<file path="config.mk">
export PLATFORM = sky130hd
export DESIGN_NAME = mac_seq_engine
export DESIGN_NICKNAME = d
export VERILOG_FILES = /design/src/rtl/mac_seq_engine.sv
export SDC_FILE = /design/constraint.sdc
export NUM_CORES = 1
export LEC_CHECK = 0
export CORE_MARGIN = 1
export CORE_UTILIZATION = 54
export CTS_BUF_LIST = sky130_fd_sc_hd__clkbuf_8
export DETAILED_ROUTE_END_ITERATION = 8
export PLACE_DENSITY = 0.85
export SYNTH_ARGS = -nofsm -noshare
export SYNTH_HDL_FRONTEND = slang
export SYNTH_SLANG_ARGS = --single-unit
</file>
<file path="constraint.sdc">
create_clock -name clk -period 5.5 [get_ports clk]
set_clock_uncertainty 0.1 [all_clocks]
set_input_delay 1.1 -clock clk [delete_from_list [all_inputs] [get_ports clk]]
set_output_delay 1.1 -clock clk [all_outputs]
set_load 0.05 [all_outputs]
</file>
<file path="src/rtl/mac_seq_engine.sv">
// Time-multiplexed multiply-accumulate engine. Streams packed operand words from
// a combinational ROM, forms one lane product per cycle on a shared multiplier,
// and reduces the lane accumulators into an alternating-sign sum.
module mac_seq_engine #(
  parameter int unsigned EW    = 4,
  parameter int unsigned LANES = 4,
  parameter int unsigned ROT   = 2,
  parameter int unsigned AW    = 8,
  parameter int unsigned ACCW  = 16,
  localparam int unsigned WW   = 2 * LANES * EW
) (
  input  logic            clk,
  input  logic            rst,
  input  logic            start_i,
  input  logic [AW-1:0]   base_addr_i,
  input  logic [AW-1:0]   num_words_i,
  input  logic            signed_mode_i,
  output logic [AW-1:0]   rom_addr_o,
  input  logic [WW-1:0]   rom_data_i,
  output logic            busy_o,
  output logic            done_o,
  output logic [ACCW-1:0] result_o
);

  localparam int unsigned LCW = (LANES > 1) ? $clog2(LANES) : 1;

  typedef enum logic [2:0] {StIdle, StFetch, StMul, StAcc, StFinal, StDone} state_e;

  state_e          state_q, state_d;
  logic [AW-1:0]   ptr_q;
  logic [AW-1:0]   rem_q;
  logic            sgn_q;
  logic [WW-1:0]   word_q;
  logic [LCW-1:0]  lane_q;
  logic [ACCW-1:0] prod_q [LANES];
  logic [ACCW-1:0] sum_q  [LANES];
  logic [ACCW-1:0] result_q;

  logic                lane_last;
  int unsigned         b_idx;
  logic [EW-1:0]       op_a, op_b;
  logic [2*EW-1:0]     op_a_x, op_b_x, prod_full;
  logic [ACCW-1:0]     prod_ext;
  logic [ACCW-1:0]     final_sum;

  assign lane_last  = (lane_q == LCW'(LANES - 1));
  assign rom_addr_o = ptr_q;
  assign result_o   = result_q;

  // State register.
  always_ff @(posedge clk) begin
    if (rst) state_q <= StIdle;
    else     state_q <= state_d;
  end

  // Next-state and handshake outputs.
  always_comb begin
    state_d = state_q;
    busy_o  = 1'b0;
    done_o  = 1'b0;
    unique case (state_q)
      StIdle: begin
        if (start_i) state_d = (num_words_i != '0) ? StFetch : StFinal;
      end
      StFetch: begin
        busy_o  = 1'b1;
        state_d = StMul;
      end
      StMul: begin
        busy_o = 1'b1;
        if (lane_last) state_d = StAcc;
      end
      StAcc: begin
        busy_o  = 1'b1;
        state_d = (rem_q != '0) ? StFetch : StFinal;
      end
      StFinal: begin
        busy_o  = 1'b1;
        state_d = StDone;
      end
      StDone: begin
        done_o  = 1'b1;
        state_d = StIdle;
      end
      default: state_d = StIdle;
    endcase
  end

  // Shared multiplier: lane j pairs element j with the rotated upper-half element.
  always_comb begin
    b_idx     = LANES + ((32'(lane_q) + ROT) % LANES);
    op_a      = EW'(word_q >> (32'(lane_q) * EW));
    op_b      = EW'(word_q >> (b_idx * EW));
    op_a_x    = sgn_q ? {{EW{op_a[EW-1]}}, op_a} : {{EW{1'b0}}, op_a};
    op_b_x    = sgn_q ? {{EW{op_b[EW-1]}}, op_b} : {{EW{1'b0}}, op_b};
    prod_full = op_a_x * op_b_x;
    prod_ext  = sgn_q ? ACCW'($signed(prod_full)) : ACCW'(prod_full);
  end

  // Alternating-sign reduction of the lane accumulators: even lanes add, odd subtract.
  always_comb begin
    final_sum = '0;
    for (int unsigned k = 0; k < LANES; k++) begin
      if (k % 2 == 0) final_sum = final_sum + sum_q[k];
      else            final_sum = final_sum - sum_q[k];
    end
  end

  // Datapath registers sequenced by the FSM state.
  always_ff @(posedge clk) begin
    if (rst) begin
      ptr_q    <= '0;
      rem_q    <= '0;
      sgn_q    <= 1'b0;
      word_q   <= '0;
      lane_q   <= '0;
      result_q <= '0;
      for (int unsigned k = 0; k < LANES; k++) begin
        prod_q[k] <= '0;
        sum_q[k]  <= '0;
      end
    end else begin
      unique case (state_q)
        StIdle: begin
          if (start_i) begin
            ptr_q  <= base_addr_i;
            rem_q  <= num_words_i;
            sgn_q  <= signed_mode_i;
            lane_q <= '0;
            for (int unsigned k = 0; k < LANES; k++) sum_q[k] <= '0;
          end
        end
        StFetch: begin
          word_q <= rom_data_i;
          ptr_q  <= ptr_q + AW'(1);
          rem_q  <= rem_q - AW'(1);
          lane_q <= '0;
        end
        StMul: begin
          prod_q[lane_q] <= prod_ext;
          lane_q         <= lane_q + LCW'(1);
        end
        StAcc: begin
          for (int unsigned k = 0; k < LANES; k++) sum_q[k] <= sum_q[k] + prod_q[k];
        end
        StFinal: result_q <= final_sum;
        default: ;
      endcase
    end
  end

endmodule

</file>
==> results of run 1 <==
flip-flops by register name, indices dropped and copies added (netlist names):
| name | cells |
|---|---|
| sgn_q | 1 |
| lane_q | 2 |
| sum_q | 64 |
| rem_q | 8 |
| word_q | 32 |
| prod_q | 36 |
| rom_addr_o | 8 |
| state_q | 3 |
| result_o | 16 |
critical path, stage by stage, from the launching register on:
cell and delay, ns:
dfxtp_2 0.51, mux4_2 0.60, and3_1 0.26, fa_1 0.44
fa_1 0.44, ha_1 0.29, inv_1 0.05, fa_1 0.52
inv_1 0.04, ha_1 0.32, a21o_1 0.17, a21oi_1 0.15
xnor3_1 0.26, xnor2_1 0.26, xor2_1 0.32, nor3_1 0.09
synthesized netlist by cell type, types with 4 or more instances:
master and number:
a211oi_1 17, a21o_1 26, a21oi_1 106, a221oi_1 4, a31oi_1 15, and2_1 32
and3_1 11, buf_2 8, clkbuf_1 31, dfxtp_1 86, edfxtp_1 84, fa_1 46
ha_1 95, inv_1 90, mux4_2 8, nand2_1 141, nand2b_1 9, nand3_1 20
nand4_1 6, nor2_1 109, nor2b_1 16, nor3_1 31, nor3b_1 5, nor4_1 7
o211ai_1 8, o21a_1 17, o21ai_0 48, o21bai_1 4, o31a_1 4, o31ai_1 6
or3_1 16, xnor2_1 47, xor2_1 22
where the power goes:
group | internal, µW | leakage (µW) | switching [µW]
Sequential | 1450 | 0.00160 | 107
Combinational | 636 | 0.00345 | 870
Clock | 376 | 0.000204 | 515
Total | 2470 | 0.00525 | 1490
cells by family (layout without fill, tap and decap cells):
kind of cell	Yosys count	in the layout	synth area share [%]
fa+ha+maj	141	141	18.48
xor+xnor	70	70	5.492
mux	10	10	1.754
compound gates	277	277	15.25
simple gates	417	417	17.19
buf+inv	134	208	4.659
flops	170	170	37.18
stage by stage:
| step | cells | hold WS (ns) | total power [µW] |
|---|---|---|---|
| final | 1563 | 0.3597 | 3958 |
| after global routing | 1563 | 0.3812 | 4196 |
| after CTS | 1563 | 0.3605 | 3964 |
| after detailed placement | 1531 | 0.3474 | 3072 |
| after global placement | 1531 | 0.3399 | 3025 |
| after floorplan | 1219 | 0.3331 | 2696 |
worst paths after layout:
path	cells past startpoint	end	slack, ns	start
setup reg to reg	15	prod_q[2][7]	0.42	lane_q[0]
setup / recovery	15	prod_q[2][7]	0.42	lane_q[0]
hold reg to reg	2	result_o[5]	0.36	result_o[5]
hold / removal	2	result_o[5]	0.36	result_o[5]
timing repair:
item / CTS / global route
hold buffers: 0 / 0
endpoints found under the setup margin: 0 / 7
resized for setup: 0 / 2
final cells by class:
cell class	count	share of cell area, %
multi-input cells	915	51.97
flip-flops and latches	170	33.18
repair buffers	86	6.510
inverters	90	2.639
well taps	270	2.639
clock buffers	17	1.828
clock inverters	15	1.232
layer usage:
layer  share of wire (%)  vias to the layer above  global-route usage, %
li1                    -                     4418                      -
met1                  42                     4262                  30.49
met2                  50                      276                  42.52
met3                 4.5                       47                  3.796
met4                 2.7                        0                  8.660
met5                   0                        -                      0
==> flow_metrics.env, run 1 <==
export IMPL_outcome="finished clean"
export IMPL_num_antenna_cells=0
export IMPL_final_hold_violation_count=0
export IMPL_tritoncts_num_sinks=170
export IMPL_synth_top_area_cell="edfxtp_1"
export IMPL_initial_core_util_pct=55.70
export IMPL_timing_worst_slew_pin_value_ns=0.9829
export IMPL_ff_latch_area_um2=4247
export IMPL_proportion_of_layout_cells_with_a_drive_suffix_above_1_pct=4.872
export IMPL_num_nets_final=1473
export IMPL_max_clock_path_buffers=2
export IMPL_routed_wl_um=25610
export IMPL_maxCapViolations=0
export IMPL_grt_max_degree=51
export IMPL_vias_in_the_first_global_route=9002
export IMPL_most_frequent_cells_in_the_layout="nand2_1, nor2_1, a21oi_1"
export IMPL_chipWidth_um=147.4
export IMPL_detail_route_vias_per_cell=5.760
export IMPL_timing_max_slew_rel_slack_pct=34.48
export IMPL_detailedRoute_firstPassIterationCount=5
export IMPL_post_dp_hpwl_um=19300
export IMPL_synth_ff_latch_count=170
export IMPL_start_kind="register"
export IMPL_warnings_synthesis=0
export IMPL_cts_post_setup_buffers_inserted=0
export IMPL_clockRootBuffer="clkbuf_8"
export IMPL_crit_type="reg -> reg"
export IMPL_remaining_number_of_nets_flagged_by_the_antenna_check_after_routing=0
export IMPL_grt_ovfl_total=0
export IMPL_synthesis_nets=1412
export IMPL_power_ir_vdd_worst_mv=0.1632
export IMPL_synth_async_sr_flop_share_pct=0
export IMPL_syn_area_per_cell_um2=9.364
export IMPL_final_core_utilization_pct=62.45
export IMPL_fin_setup_tns_ns=0
export IMPL_synthDominantCellAreaShare_pct=22.10
export IMPL_post_route_drc_count=0
export IMPL_placed_area_um2=12410
export IMPL_sequential_to_total_area_share_from_yosys_stat_pct=37.18
export IMPL_fp_coreArea_um2=20490
export IMPL_timing_max_transition_violations_final=0
export IMPL_cts_made_buffers=17
export IMPL_stdcell_area_um2=12800
export IMPL_critical_path_endpoint_type="register"
export IMPL_max_clock_freq_mhz=196.9
export IMPL_drt_first_iter_violations=607
export IMPL_placement_setup_worst_slack_ns=0.2211
export IMPL_cts_max_level=4
export IMPL_ys_types=62
export IMPL_grt_antenna_before_repair=0
export IMPL_timing_final_ws_setup_ns=0.4220
export IMPL_period_minus_slack_ns=5.078
export IMPL_wire_per_inst_um=16.39
export IMPL_filler_cell_count=1645
export IMPL_synth_main_ff_cell="dfxtp_1"
export IMPL_first_pass_grt_wire_length_um=42260
export IMPL_number_of_enable_flip_flop_cells_after_synthesis=84
export IMPL_io_buffers=77
export IMPL_die_y_um=147.4
export IMPL_multi_input_combinational_cell_area_um2=6653
export IMPL_site_rows=52
export IMPL_track_usage_pct=24.33
export IMPL_vias_after_detailed_routing=9003
export IMPL_rsz0062_at_grt="no"
export IMPL_area_delta_synth_final_pct=12.13
export IMPL_tritoncts_clock_tree="yes"
export IMPL_crit_arrival_ns=5.19
export IMPL_setup_violations=0
export IMPL_post_synth_inst_count=1219
export IMPL_powerDensity_nw_per_um2=309.2
export IMPL_worst_hold_path_type="reg -> reg"
export IMPL_gpl_final_weighted_congestion=0.9441
export IMPL_floorplan_io_pins=78
export IMPL_crit_required_ns=5.62
export IMPL_crit_fanout=9
export IMPL_cts_clk_slew_worst_paths_ns=0.10
export IMPL_dieArea_um2=21720
export IMPL_layout_cells_most_common="nand2_1"
export IMPL_post_route_period_util_pct=92.33
export IMPL_clk_latency_ns=0.48
export IMPL_ys_top_cells_by_area="edfxtp_1, dfxtp_1, ha_1, fa_1, a21oi_1"
export IMPL_total_leakage_power_uw=0.005251
export IMPL_synth_cell_area_um2=11410
Note: power is estimated with default switching activity, not from simulation.
==> run 2: changes to the inputs <==
--- a/config.mk
+++ b/config.mk
@@ -5,10 +5,11 @@
 export SDC_FILE = /design/constraint.sdc
 export NUM_CORES = 1
 export LEC_CHECK = 0
-export CORE_MARGIN = 1
+export CORE_MARGIN = 2
 export CORE_UTILIZATION = 54
 export CTS_BUF_LIST = sky130_fd_sc_hd__clkbuf_8
 export DETAILED_ROUTE_END_ITERATION = 8
+export GPL_ROUTABILITY_DRIVEN = 0
 export PLACE_DENSITY = 0.85
 export SYNTH_ARGS = -nofsm -noshare
 export SYNTH_HDL_FRONTEND = slang
==> run 2 against run 1 <==
Combinational power about the same. Utilization decreased by 1.3 points. Fmax down 3.0%. Final area decreased by 0.20%. Clock power decreased by 6.2%. Critical path depth is the same. Sequential share of layout area increased by 0.055 points. Highest routed layer unchanged.
==> flow_metrics.env, run 2 (synthesized netlist as in run 1, its figures left out) <==
export IMPL_num_antenna_cells=0
export IMPL_grt_max_degree=61
export IMPL_start_kind="register"
export IMPL_final_cell_count_no_fill=1569
export IMPL_setup_worst_path_start="lane_q[1]"
export IMPL_fp_coreArea_um2=20890
export IMPL_startpoint_of_the_most_critical_hold_path="result_o[6]"
export IMPL_crit_end="prod_q[2][7]"
export IMPL_setup_violations=0
export IMPL_final_core_utilization_pct=61.16
export IMPL_layout_top_registers="sum_q: 64 flops, prod_q: 36 flops, word_q: 32 flops"
export IMPL_outcome="finished clean"
export IMPL_timing_worst_slew_pin_value_ns=0.9766
export IMPL_initial_core_util_pct=54.65
export IMPL_clockRootBuffer="clkbuf_8"
export IMPL_vias_in_the_first_global_route=8943
export IMPL_post_dp_hpwl_um=19720
export IMPL_dp_cells=1536
export IMPL_crit_required_ns=5.61
export IMPL_max_clock_freq_mhz=191.0
export IMPL_area_delta_synth_final_pct=11.92
export IMPL_timing_max_slew_rel_slack_pct=34.90
export IMPL_cts_clk_slew_worst_paths_ns=0.08
export IMPL_floorplan_io_pins=78
export IMPL_holdBufCountCts=0
export IMPL_site_rows=53
export IMPL_grt_ovfl_total=0
export IMPL_tritoncts_num_sinks=170
export IMPL_most_frequent_cells_in_the_layout="nand2_1, nor2_1, a21oi_1"
export IMPL_track_usage_pct=23.76
export IMPL_wire_per_inst_um=16.57
export IMPL_clock_power_share_pct=21.4
export IMPL_regMostFlops="sum_q"
export IMPL_clk_latency_ns=0.48
export IMPL_dieArea_um2=22320
export IMPL_power_share_sequential_pct=39.9
export IMPL_worst_hold_path_type="reg -> reg"
export IMPL_power_share_switching_pct=37.23
export IMPL_crit_arrival_ns=5.35
export IMPL_timing_max_transition_violations_final=0
export IMPL_num_nets_final=1474
export IMPL_critical_path_endpoint_type="register"
export IMPL_remaining_number_of_nets_flagged_by_the_antenna_check_after_routing=0
export IMPL_timing_rr_start="lane_q[1]"
export IMPL_routed_wl_um=26000
export IMPL_proportion_of_layout_cells_with_a_drive_suffix_above_1_pct=4.637
export IMPL_grt_antenna_before_repair=0
export IMPL_first_pass_grt_wire_length_um=42330
export IMPL_p_int_uw=2453
export IMPL_tritoncts_clock_tree="yes"
export IMPL_detailedRoute_firstPassIterationCount=5
export IMPL_post_route_drc_count=0
export IMPL_period_minus_slack_ns=5.236
export IMPL_post_route_period_util_pct=95.19
export IMPL_total_leakage_power_uw=0.005247
export IMPL_die_y_um=149.4
export IMPL_cts_made_buffers=17
export IMPL_final_hold_violation_count=0
export IMPL_whs_ns=0.3569
export IMPL_regToRegSetupSlack_ns=0.26
export IMPL_reg2reg_to="prod_q[2][7]"
export IMPL_cts_max_level=4
export IMPL_max_clock_path_buffers=2
export IMPL_layout_cells_most_common="nand2_1"
export IMPL_crit_fanout=9
export IMPL_rsz0062_at_grt="no"
export IMPL_maxCapViolations=0
export IMPL_detail_route_vias_per_cell=5.802
export IMPL_crit_type="reg -> reg"
export IMPL_fin_setup_tns_ns=0
export IMPL_power_combinational_fraction_pct=38.6
export IMPL_worst_r2r_cell_count=15
export IMPL_vias_after_detailed_routing=9104
export IMPL_p_switching_uw=1455
export IMPL_powerDensity_nw_per_um2=305.9
export IMPL_io_buffers=77
export IMPL_largest_register_ff_count=64
export IMPL_chipWidth_um=149.4
export IMPL_drt_first_iter_violations=597
export IMPL_total_power_uw=3908
export IMPL_power_ir_vdd_worst_mv=0.1715
[run 2: changes by cell type in the layout (fill, tap and decap cells not counted), moves of 2 or more]
cell,previous run,this run
inv_4,1,3
inv_8,3,0
inv_1,90,93
inv_6,4,0
[run 2: layout make-up]
cell class | count | area, µm²
Timing Repair Buffer | 87 | 838.3
Multi-Input combinational cell | 915 | 6653
Fill cell | 1713 | 8114
Clock buffer | 18 | 247.7
Inverter | 90 | 337.8
Tap cell | 275 | 344.1
Clock inverter | 14 | 108.9
Sequential cell | 170 | 4245
[run 2: through the flow]
step,setup slack [ns],cell area (µm²)
2_1_floorplan,0.5855,11410
3_3_place_gp,0.3335,12410
3_5_place_dp,0.2550,12410
4_1_cts,0.1727,12770
5_1_grt,0.08925,12770
6_report,0.2644,12770
[run 2: power groups by stage]
stage	logic, µW	registers, µW	clock network (µW)
2_1_floorplan	1120	1580	0
3_3_place_gp	1440	1580	0
3_5_place_dp	1480	1590	0
4_1_cts	1500	1560	838
5_1_grt	1670	1580	881
6_report	1510	1560	837
[run 2: timing repair]
action                     in CTS  in global routing
setup endpoints to repair       0                  5
setup buffers                   0                  0
gates resized for setup         0                  1
[run 2: worst max-delay path, stage by stage (launching register included)]
cell     delay [ns]
dfxtp_1        0.56
mux4_2         0.64
and3_1         0.25
fa_1           0.45
fa_1           0.44
ha_1           0.29
inv_1          0.05
fa_1           0.52
inv_1          0.04
ha_1           0.33
a21o_1         0.17
a21oi_1        0.15
xnor3_1        0.24
xnor2_1        0.33
xor2_1         0.32
nor3_1         0.09
[run 2: worst min path at each step]
stage	end	slack [ns]	depth (start not counted)
2_1_floorplan	word_q[10]	0.33	2
3_3_place_gp	result_o[9]	0.34	2
3_5_place_dp	word_q[7]	0.35	2
4_1_cts	word_q[7]	0.36	2
5_1_grt	word_q[7]	0.38	2
6_report	result_o[6]	0.36	2
[run 2: per-layer routing]
layer	part of all wire, %	vias up	GRT usage, %
met3	4.3	55	3.639
met5	0	-	0
met2	50	281	41.88
li1	-	4412	-
met1	43	4356	29.23
met4	2.9	0	9.238
==> run 3: changes to the inputs <==
--- a/config.mk
+++ b/config.mk
@@ -8,6 +8,7 @@
 export CORE_MARGIN = 2
 export CORE_UTILIZATION = 54
 export CTS_BUF_LIST = sky130_fd_sc_hd__clkbuf_8
+export CTS_CLUSTER_DIAMETER = 60
 export DETAILED_ROUTE_END_ITERATION = 8
 export GPL_ROUTABILITY_DRIVEN = 0
 export PLACE_DENSITY = 0.85
==> results of run 3 <==
Final layout, timing and power as in run 2 (identical DEF).
==> edit 1 (flow settings as in run 2) <==
Change the parameter `LANES` from 4 to 2.
--- a/src/rtl/mac_seq_engine.sv
+++ b/src/rtl/mac_seq_engine.sv
@@ -3,7 +3,7 @@
 // and reduces the lane accumulators into an alternating-sign sum.
 module mac_seq_engine #(
   parameter int unsigned EW    = 4,
-  parameter int unsigned LANES = 4,
+  parameter int unsigned LANES = 2,
   parameter int unsigned ROT   = 2,
   parameter int unsigned AW    = 8,
   parameter int unsigned ACCW  = 16,
Ports: changed (resized rom_data_i); port bits go from 78 to 62. No check against the original RTL was run, so the function may have changed too.
==> edit 1 against run 2 <==
Design area is 36% lower. Total power is 19% lower. Synthesized cell count shrank 35%. Sequential share of layout area shrank 1.8 points. Routed wire length down 39%. Sequential cell count shrank 67. Final cell count is 35% lower. Non-clock buffer count decreased by 18. Critical path depth increased by 1. Via count down 34%. Setup slack gained 220 ps. Clock power is 37% lower. Synthesized area fell by 37%.
==> edit 1: results (changes against run 2) <==
| Parameter | Reported | Unit | Delta |
|:---|:---|:---|:---|
| Arrival time worst endpoint | 5060 | ps | was 5350 ps |
| Fraction of the mapped netlist area in compound gates | 20.6 | % | was 15.2% |
| Areal power density over the cells | 390 | nW/um^2 | was 306 nW/um^2 |
| Clk_lat worst skew | 390 | ps | was 480 ps |
| Worst ir drop on vdd | 0.246 | mV | was 0.172 mV |
| Worst setup slack before clock tree synthesis | 542 | ps | was 255 ps |
| Mux share of post-synthesis cell area | 0.558 | % | was 1.75% |
| Number of H-tree levels | 3 | - | was 4 |
| Placed wire-length estimate | 11900 | um | was 19700 um |
| Worst reg2reg endpoint | prod_q[0][14]$_SDFFCE_PN0P_ | - | was prod_q[2][7]$_SDFFCE_PN0P_ |
| Number of distinct library cell variants in the gate-level netlist after synthesis | 73 | - | was 62 |
| Max transition margin | 40.7 | % | was 34.9% |
| Switching share of total power | 43.1 | % | was 37.2% |
| Clock-pin slew on the worst setup and hold paths | 110 | ps | was 80 ps |
| Arithmetic-cell share of the synthesized area counting full adders, half adders and majority gates | 15.2 | % | was 18.5% |
| Via count of the routed design | 5986 | - | was 9104 |
| Nets@finish | 958 | - | was 1474 |
| Cells taking the most area after synthesis | edfxtp_1 (21%), dfxtp_1 (15%), ha_1 (11%), fa_1 (4.2%), nand2_1 (4.1%) | - | was edfxtp_1 (22%), dfxtp_1 (15%), ha_1 (10%), fa_1 (8.1%), a21oi_1 (4.6%) |
| Count of non-filler cells in the finished layout | 1025 | - | was 1569 |
| Leakage power | 3.25 | nW | was 5.25 nW |
| Cts bufs inserted | 9 | - | was 17 |
| Origin of the critical flop-to-flop path | lane_last$_SDFFE_PP0P_ | - | was lane_q[1]$_SDFFE_PP0P_ |
| Most used standard cells in the synthesized netlist | nand2_1 (78), nor2_1 (76), ha_1 (63) | - | was nand2_1 (141), nor2_1 (109), a21oi_1 (106) |
| Hold Slack | 362 | ps | was 357 ps |
| Share of the synthesized netlist area taken by xor and xnor gates | 4.95 | % | was 5.49% |
| Delay of the slowest critical-path stage | 830 | ps | was 640 ps |
| Post-synthesis sequential area ratio | 35.7 | % | was 37.2% |
| Power Sequential | 0.00115 | W | was 0.00156 W |
| FILL cells | 1077 | - | was 1713 |
| R2R cell count | 16 | - | was 15 |
| Status | completed | - | unchanged |
| Number of nets in the synthesized netlist | 908 | - | was 1412 |
| Synth-to-Final Area Change | 13.6 | % | was 11.9% |
| First DRT Iteration DRCs | 482 | - | was 597 |
| Post-Synthesis Mean Instance Area | 9.04 | um^2 | was 9.36 um^2 |
| Largest net degree at the start of global routing | 49 | - | was 61 |
| Count of flip-flops with a built-in enable after synthesis | 50 | - | was 84 |
| Worst min-delay path endpoint | result_o[8]$_SDFFE_PP0P_ | - | was result_o[6]$_SDFFE_PP0N_ |
## edit 1: critical path, delay by kind of cell (launching register included)
family                     cells  cell delay, ps
xor gates and xnor gates       3             620
DFF                            1             830
AOI/OAI and AO/OA              2             450
and+or+nand+nor                4             490
adders and majority gates      5            2170
buffers and inverters          2              90
## edit 1: worst max path at each step
| stage | from | to | slack, ps | cells past startpoint |
|---|---|---|---|---|
| after detailed placement | lane_last$_SDFFE_PP0P_ | prod_q[0][14]$_SDFFCE_PN0P_ | 540 | 16 |
| final | lane_last$_SDFFE_PP0P_ | prod_q[0][14]$_SDFFCE_PN0P_ | 490 | 16 |
| after global routing | lane_last$_SDFFE_PP0P_ | prod_q[0][14]$_SDFFCE_PN0P_ | 220 | 16 |
| after floorplan | lane_last$_SDFFE_PP0P_ | prod_q[0][14]$_SDFFCE_PN0P_ | 860 | 19 |
| after global placement | lane_last$_SDFFE_PP0P_ | prod_q[0][14]$_SDFFCE_PN0P_ | 670 | 16 |
| after CTS | lane_last$_SDFFE_PP0P_ | prod_q[0][14]$_SDFFCE_PN0P_ | 500 | 16 |
## edit 1: final cells by class
class | count | share of cell area (%)
Multi-Input combinational cell | 602 | 52.3
Tap cell | 176 | 2.70
Clock buffer | 9 | 1.52
Inverter | 59 | 2.72
Sequential cell | 103 | 31.4
Timing Repair Buffer | 69 | 8.17
Clock inverter | 7 | 1.12
## edit 1: logic make-up (layout without fill, tap and decap cells)
kind of cell	after synthesis	after routing
DFF	103	103
xor gates and xnor gates	39	39
muxes	4	4
AOI/OAI and AO/OA	211	211
and+or+nand+nor	270	270
buffers and inverters	89	144
adders and majority gates	78	78
## edit 1: metal layers
metal	global-route usage [%]	up-vias	share of wire, %
met5	0	-	0
met4	9.30	0	2.3
met3	3.59	27	4.3
met2	40.1	154	51
met1	29.4	2829	43
li1	-	2976	-
==> edit 2 (flow settings as in run 2) <==
Made on the original files. Encoding of `state_e`: now one-hot (6 bits for 6 states).
--- a/src/rtl/mac_seq_engine.sv
+++ b/src/rtl/mac_seq_engine.sv
@@ -24,7 +24,7 @@
 
   localparam int unsigned LCW = (LANES > 1) ? $clog2(LANES) : 1;
 
-  typedef enum logic [2:0] {StIdle, StFetch, StMul, StAcc, StFinal, StDone} state_e;
+  typedef enum logic [5:0] {StIdle = 6'b000001, StFetch = 6'b000010, StMul = 6'b000100, StAcc = 6'b001000, StFinal = 6'b010000, StDone = 6'b100000} state_e;
 
   state_e          state_q, state_d;
   logic [AW-1:0]   ptr_q;
Formal check against the unedited RTL: no difference found for any inputs over 4 cycles, from zero or initial values and one cycle with rst high; so few cycles prove little.
==> edit 2 against run 2 <==
Total power down 6.9%. Combinational power fell by 26%. Die area is the same. Routed wire length shrank 0.51%. Design area rose by 1.2%. Sequential cell count increased by 3. Count of clock-buffer cells in the layout rose by 1. Global-route usage grew 0.18 points. Synthesized area unchanged. Synthesized cell count is 1.4% higher. Setup slack improved by 64 ps. Sequential share of layout area up 0.072 points. Critical path type unchanged. Largest cell class unchanged.
==> edit 2: results (changes against run 2) <==
| Parameter | Reported | Unit | Delta |
|:---|:---|:---|:---|
| Arithmetic-cell share of the synthesized area counting full adders, half adders and majority gates | 18.6 | % | was 18.5% |
| Worst min-delay path endpoint | result_o[9]$_SDFFE_PP0N_ | - | was result_o[6]$_SDFFE_PP0N_ |
| Area taken by multi-input logic gates | 6630 | um^2 | was 6650 um^2 |
| Most used standard cells in the synthesized netlist | nand2_1 (154), nor2_1 (126), a21oi_1 (107) | - | was nand2_1 (141), nor2_1 (109), a21oi_1 (106) |
| Mux share of post-synthesis cell area | 1.76 | % | was 1.75% |
| Fraction of the mapped netlist area in compound gates | 14.7 | % | was 15.2% |
| Arrival time worst endpoint | 5300 | ps | was 5350 ps |
| Origin of the critical flop-to-flop path | lane_q[0]$_SDFFE_PP0P_ | - | was lane_q[1]$_SDFFE_PP0P_ |
| Status | completed | - | unchanged |
| All-layer global routing usage | 23.9 | % | was 23.8% |
| R2R cell count | 17 | - | was 15 |
| First-pass GRT wire length | 42500 | um | was 42300 um |
| FILL cells | 1699 | - | was 1713 |
| Post-synthesis sequential area ratio | 37.7 | % | was 37.2% |
| Critical-path maximum fanout | 11 | - | was 9 |
| First DRT Iteration DRCs | 465 | - | was 597 |
| Worst ir drop on vdd | 0.198 | mV | was 0.172 mV |
| Number of global-route vias before repair | 9062 | - | was 8943 |
| Placed wire-length estimate | 19100 | um | was 19700 um |
| Max transition margin | 44.8 | % | was 34.9% |
| Layout cell share with drive strength beyond 1 | 4.62 | % | was 4.64% |
| WL per Instance | 16.2 | um | was 16.6 um |
| Wirelength, routed | 25900 | um | was 26000 um |
| Share of the synthesized netlist area taken by xor and xnor gates | 5.29 | % | was 5.49% |
| Dpl cells | 1564 | - | was 1536 |
| Setup slack, reg-to-reg | 330 | ps | was 260 ps |
| Worst setup slack before clock tree synthesis | 221 | ps | was 255 ps |
==> edit 2: area by class of cell <==
type	instances	share of cell area (%)
clock buffer	19	2.02
clock inverter	13	1.43
inverter	95	2.76
multi-input combinational	933	51.3
sequential	173	33.3
tap	275	2.66
timing repair buffer	88	6.56
==> edit 2: how the worst max path moves through the flow <==
| stage | start | end | slack (ps) |
|---|---|---|---|
| 2_1_floorplan | lane_q[0]$_SDFFE_PP0P_ | prod_q[3][14]$_DFFE_PP_ | 340 |
| 3_3_place_gp | lane_q[0]$_SDFFE_PP0P_ | prod_q[1][14]$_SDFFCE_PN0P_ | 330 |
| 3_5_place_dp | lane_q[0]$_SDFFE_PP0P_ | prod_q[1][14]$_SDFFCE_PN0P_ | 220 |
| 4_1_cts | lane_q[0]$_SDFFE_PP0P_ | prod_q[0][14]$_SDFFCE_PN0P_ | 120 |
| 5_1_grt | lane_q[0]$_SDFFE_PP0P_ | prod_q[0][14]$_SDFFCE_PN0P_ | 20 |
| 6_report | lane_q[0]$_SDFFE_PP0P_ | prod_q[0][14]$_SDFFCE_PN0P_ | 330 |
==> edit 2: what timing repair did <==
action,4_1_cts,5_1_grt
hold buffers,0,0
setup endpoints to repair,0,4
gates resized for setup,0,1
==> edit 2: cells by family (layout without fill, tap and decap cells) <==
| kind of cell | after synthesis | count (layout) |
|---|---|---|
| adder cells (fa/ha/maj) | 142 | 142 |
| multiplexers | 10 | 10 |
| XOR/XNOR | 69 | 69 |
| buffers and inverters | 130 | 215 |
| AND/OR/NAND/NOR | 438 | 438 |
| AO/OA/AOI/OAI | 274 | 274 |
| flip-flops | 173 | 173 |
==> edit 2: report_power, final <==
group	internal [W]	switching [W]	total, W
clock	0.000523	0.000490	0.00101
combinational	0.000476	0.000639	0.00111
sequential	0.00144	0.0000721	0.00151
total	0.00244	0.00120	0.00364
==> edit 2: per-layer routing <==
| metal | global-route usage, % | vias to the layer above | routed length (um) | part of all wire, % |
|---|---|---|---|---|
| li1 | - | 4451 | - | - |
| met1 | 28.8 | 4301 | 10900 | 42 |
| met2 | 40.6 | 301 | 12600 | 49 |
| met3 | 5.26 | 69 | 1410 | 5.4 |
| met4 | 11.7 | 0 | 1000 | 3.9 |
| met5 | 0 | - | 0 | 0 |
==> edit 2: critical path, cell delays in order (launching register included) <==
cell and delay, ps:
dfxtp_2 470, buf_4 220, mux4_2 390, and3_1 270, fa_1 450, fa_1 440
ha_1 290, inv_1 50, fa_1 530, inv_1 50, ha_1 330, a21o_1 190
a21oi_1 170, xnor2_1 150, xnor2_1 100, xnor2_1 400, or2_1 240, nor2_1 80
